`src/rtl/hc595_chain_drv.sv`:
```
// Serial driver for a daisy-chain of 74HC595 shift registers: takes a word over
// valid/ready, shifts it out on ds/shcp at a programmable rate, then pulses stcp.
module hc595_chain_drv #(
    parameter int DATA_W    = 14,
    parameter int CLK_DIV   = 4,
    parameter int MSB_FIRST = 1
) (
    input  logic              sys_clk,
    input  logic              sys_rst,
    input  logic [DATA_W-1:0] data_in,
    input  logic              data_valid,
    output logic              data_ready,
    input  logic              out_en,
    output logic              busy,
    output logic              done,
    output logic              ds,
    output logic              shcp,
    output logic              stcp,
    output logic              oe_n
);
    localparam int HALF  = CLK_DIV / 2;
    localparam int DIV_W = $clog2(CLK_DIV);
    localparam int BIT_W = (DATA_W > 1) ? $clog2(DATA_W) : 1;

    localparam logic [DIV_W-1:0] DIV_LAST = DIV_W'(CLK_DIV - 1);
    localparam logic [DIV_W-1:0] DIV_HALF = DIV_W'(HALF);
    localparam logic [DIV_W-1:0] LAT_LAST = DIV_W'(HALF - 1);
    localparam logic [BIT_W-1:0] BIT_LAST = BIT_W'(DATA_W - 1);

    typedef enum logic [1:0] {IDLE, SHIFT, LATCH} state_t;

    state_t              state_q, state_d;
    logic [DIV_W-1:0]    div_q, div_d;
    logic [BIT_W-1:0]    bit_q, bit_d;
    logic [DATA_W-1:0]   sr_q, sr_d;
    logic                armed_q, armed_d;
    logic                data_ready_q, data_ready_d;
    logic                busy_q, busy_d;
    logic                done_q, done_d;
    logic                ds_q, ds_d;
    logic                shcp_q, shcp_d;
    logic                stcp_q, stcp_d;
    logic                oe_n_q, oe_n_d;

    always_comb begin
        state_d = state_q;
        div_d   = div_q;
        bit_d   = bit_q;
        sr_d    = sr_q;
        armed_d = armed_q | done_q;

        case (state_q)
            IDLE: begin
                if (data_valid && data_ready_q) begin
                    state_d = SHIFT;
                    div_d   = '0;
                    bit_d   = '0;
                    sr_d    = data_in;
                end
            end
            SHIFT: begin
                if (div_q == DIV_LAST) begin
                    div_d = '0;
                    if (bit_q == BIT_LAST) begin
                        state_d = LATCH;
                        bit_d   = '0;
                    end else begin
                        bit_d = bit_q + 1'b1;
                        sr_d  = (MSB_FIRST != 0) ? (sr_q << 1) : (sr_q >> 1);
                    end
                end else begin
                    div_d = div_q + 1'b1;
                end
            end
            LATCH: begin
                if (div_q == LAT_LAST) begin
                    state_d = IDLE;
                    div_d   = '0;
                end else begin
                    div_d = div_q + 1'b1;
                end
            end
            default: begin
                state_d = IDLE;
                div_d   = '0;
                bit_d   = '0;
            end
        endcase

        // Outputs are decoded from the next state so every pin comes straight off a flop.
        data_ready_d = (state_d == IDLE);
        busy_d       = (state_d != IDLE);
        ds_d         = (state_d == SHIFT) &&
                       ((MSB_FIRST != 0) ? sr_d[DATA_W-1] : sr_d[0]);
        shcp_d       = (state_d == SHIFT) && (div_d >= DIV_HALF);
        stcp_d       = (state_d == LATCH);
        done_d       = (state_d == LATCH) && (div_d == LAT_LAST);
        // Outputs stay blanked until the chain has been loaded once.
        oe_n_d       = (armed_q || done_q) ? ~out_en : 1'b1;
    end

    always_ff @(posedge sys_clk or posedge sys_rst) begin
        if (sys_rst) begin
            state_q      <= IDLE;
            div_q        <= '0;
            bit_q        <= '0;
            sr_q         <= '0;
            armed_q      <= 1'b0;
            data_ready_q <= 1'b0;
            busy_q       <= 1'b0;
            done_q       <= 1'b0;
            ds_q         <= 1'b0;
            shcp_q       <= 1'b0;
            stcp_q       <= 1'b0;
            oe_n_q       <= 1'b1;
        end else begin
            state_q      <= state_d;
            div_q        <= div_d;
            bit_q        <= bit_d;
            sr_q         <= sr_d;
            armed_q      <= armed_d;
            data_ready_q <= data_ready_d;
            busy_q       <= busy_d;
            done_q       <= done_d;
            ds_q         <= ds_d;
            shcp_q       <= shcp_d;
            stcp_q       <= stcp_d;
            oe_n_q       <= oe_n_d;
        end
    end

    assign data_ready = data_ready_q;
    assign busy       = busy_q;
    assign done       = done_q;
    assign ds         = ds_q;
    assign shcp       = shcp_q;
    assign stcp       = stcp_q;
    assign oe_n       = oe_n_q;
endmodule

```
`config.mk`:
```
export PLATFORM = sky130hd
export DESIGN_NAME = hc595_chain_drv
export DESIGN_NICKNAME = d
export VERILOG_FILES = /design/src/rtl/hc595_chain_drv.sv
export SDC_FILE = /design/constraint.sdc
export NUM_CORES = 1
export LEC_CHECK = 0
export ABC_AREA = 0
export BUFFER_PORTS_ARGS = -buffer_cell sky130_fd_sc_hd__buf_2
export CORE_MARGIN = 4
export CORE_UTILIZATION = 58
export CTS_CLUSTER_DIAMETER = 80
export CTS_CLUSTER_SIZE = 16
export DETAILED_ROUTE_END_ITERATION = 8
export PLACE_DENSITY = 0.82
export RECOVER_POWER = 25
export SYNTH_ARGS = -nofsm -noshare
export SYNTH_HDL_FRONTEND = slang
export SYNTH_SLANG_ARGS = --single-unit
export TNS_END_PERCENT = 100
```
`constraint.sdc`:
```
create_clock -name sys_clk -period 4.54 [get_ports sys_clk]
set_input_delay 0.454 -clock sys_clk [delete_from_list [all_inputs] [get_ports sys_clk]]
set_output_delay 0.454 -clock sys_clk [all_outputs]
set_load 0.005 [all_outputs]
```
==> impl_metrics.env <==
export IMPL_p_per_area_mw_per_mm2=556.8
export IMPL_avgSynthCellArea_um2=11.52
export IMPL_r2r_end="sr_q[10]$_DFFE_PP0P_"
export IMPL_yosysSeqAreaShare=0.5263
export IMPL_cpPeakStageDelay_ns=0.80
export IMPL_tightest_slew_ns=1.066
export IMPL_synth_top_area_cell="dfrtp_1"
export IMPL_die_y_um=57.64
export IMPL_drv_cap=0
export IMPL_place_inst=168
export IMPL_final_util=0.6938
export IMPL_holdPathEnd="oe_n$_DFF_PP1_"
export IMPL_drc=0
export IMPL_synth_most_common_cell="dfrtp_1"
export IMPL_area_growth_pct=10.51
export IMPL_first_pass_iters=4
export IMPL_synth_flop_cell="dfrtp_1"
export IMPL_clockRootBuffer="clkbuf_4"
export IMPL_layout_setup_ws_ns=2.360
export IMPL_antenna_cells=0
export IMPL_rows=17
export IMPL_vias=1066
export IMPL_cp_slowest_cell="a21oi_1"
export IMPL_die_area_mm2=0.003322
export IMPL_cp_max_fo=13
export IMPL_ys_top_cells_by_count="dfrtp_1, and2_1, a221o_1"
export IMPL_ctsResizeCount=0
export IMPL_crit_buf_inv=0
export IMPL_cts_buffers=5
export IMPL_netlist_area_mm2=0.001429
export IMPL_r2r_cells=4
export IMPL_antenna_found_initial=0
export IMPL_h_tree_depth=2
export IMPL_synth_area_leaders="dfrtp_1, a221o_1, and2_1"
export IMPL_path_class="register to register"
export IMPL_syn_inst=124
export IMPL_place_hpwl_mm=1.924
export IMPL_drt_total_wl_mm=2.830
export IMPL_ir_drop_mv=0.4066
export IMPL_io_buffers=24
export IMPL_multi_input_area_um2=598.1
export IMPL_cts_tree="done"
export IMPL_fin_cells=176
export IMPL_place_congestion=0.8473
export IMPL_startpoint_type="register"
export IMPL_fin_crit_sh=0.4802
export IMPL_hold_ws_ns=0.2451
export IMPL_fin_skew_ns=0.01905
export IMPL_drt_initial_drc_count=49
export IMPL_critPathCaptureType="register"
export IMPL_initial_core_util=0.6278
export IMPL_ff_latch_area_um2=752.0
export IMPL_finalCriticalPeriod_ns=2.180
export IMPL_ys_types=34
export IMPL_dp_slack_ns=2.425
export IMPL_required_ns=4.81
export IMPL_io_pin_count=25
export IMPL_grt_overflow_total=0
export IMPL_post_cts_buffers=0
export IMPL_grt_max_degree=31
export IMPL_grt_pass1_vias=1063
export IMPL_n_fill_cell=174
export IMPL_hold_start="out_en"
export IMPL_max_freq_mhz=458.7
export IMPL_syn_nets=147
export IMPL_async_flop_share=1.000
export IMPL_rrSetupSlack_ns=2.36
export IMPL_via_per_inst=6.057
export IMPL_cp_arrival_ns=2.45
export IMPL_drive_gt1_frac=0.2500
export IMPL_cts_sinks=30
export IMPL_synth_warnings=0
export IMPL_setup_viol=0
export IMPL_status="complete, no violations"
export IMPL_rr_startpoint="div_q[0]$_DFF_PP0_"
export IMPL_max_slew_margin=0.2889
export IMPL_p_leak_nw=0.7653
export IMPL_hold_viol=0
export IMPL_path_delay_family="compound AO/OA/AOI/OAI gates"
export IMPL_ant_nets=0
export IMPL_postPlaceCellArea_mm2=0.001528
export IMPL_synth_top_area_share=0.5079
export IMPL_synth_edff_count=0
export IMPL_finalNetCount=170
export IMPL_grt_util_all_layers=0.1912
export IMPL_synth_ff_latch_count=30
export IMPL_ctsHoldBuffers=0
export IMPL_worstSkewPairLatency_ns=0.34
export IMPL_grt_pass1_wl_mm=4.767
export IMPL_hp_class="primary input to register"
export IMPL_fin_area_mm2=0.001579
export IMPL_dieWidth_um=57.64
export IMPL_fin_tns_setup_ns=0
export IMPL_clk_pin_slew_worst_paths_ns=0.09
export IMPL_clk_path_buf_depth=2
export IMPL_rsz0062_at_grt="no"
export IMPL_p_total_mw=0.8792
export IMPL_wl_per_cell_um=16.08
export IMPL_crit_chain="ha_1 > and3b_1 > a21oi_1 > a221o_1"
export IMPL_maxSlewViolCount=0
export IMPL_hold_path_cell_count=2
export IMPL_core_mm2=0.002276
-- registers in the layout, indices dropped and copies added, names as in the netlist, 2 cells and up --
signal	count
div_q	2
state_q	2
sr_q	14
bit_q	4
-- where the power goes --
| part | internal [mW] | switching (mW) | total (mW) |
|---|---|---|---|
| sequential | 0.352 | 0.0750 | 0.427 |
| combinational | 0.150 | 0.152 | 0.302 |
| clock | 0.0588 | 0.0912 | 0.150 |
-- metal layers --
metal  vias up  GRT usage  wire [um]
met5         -          0          0
met4         0    0.08609         53
met3         5    0.07572        157
met2        30     0.3016       1379
met1       522     0.2308       1240
li1        509          -          -
-- final cells by class --
cell class,count,area share
tap,28,0.02219
timing repair buffer,24,0.07607
sequential,30,0.4762
multi-input combinational,80,0.3788
clock buffer,6,0.02615
clock inverter,2,0.006339
inverter,6,0.01426
-- cell families (layout without fill, tap and decap cells) --
family                   after synthesis  count (layout)  synth area share
AND/OR/NAND/NOR                       37              37            0.1620
buffers and inverters                 14              38           0.05516
flip-flops                            30              30            0.5263
AO/OA/AOI/OAI                         38              38            0.2128
adder cells (fa/ha/maj)                5               5           0.04378
-- placed cells by master, fill, tap and decap left out, types with 5 or more instances in the layout --
cell	n
a21oi_1	6
dfrtp_1	29
a221o_1	12
clkbuf_4	5
inv_1	6
buf_2	24
ha_1	5
and2_1	13
nand2_1	6
-- worst max path at each step --
stage / from / to / slack, ns / cells past startpoint
after floorplan: div_q[0]$_DFF_PP0_ / sr_q[10]$_DFFE_PP0P_ / 2.78 / 7
after global placement: div_q[0]$_DFF_PP0_ / sr_q[6]$_DFFE_PP0P_ / 2.49 / 4
after detailed placement: div_q[0]$_DFF_PP0_ / sr_q[5]$_DFFE_PP0P_ / 2.42 / 4
after CTS: div_q[0]$_DFF_PP0_ / sr_q[5]$_DFFE_PP0P_ / 2.41 / 4
after global routing: div_q[0]$_DFF_PP0_ / sr_q[10]$_DFFE_PP0P_ / 2.26 / 4
final: div_q[0]$_DFF_PP0_ / sr_q[10]$_DFFE_PP0P_ / 2.36 / 4
Power figures use the tool's default switching activity.
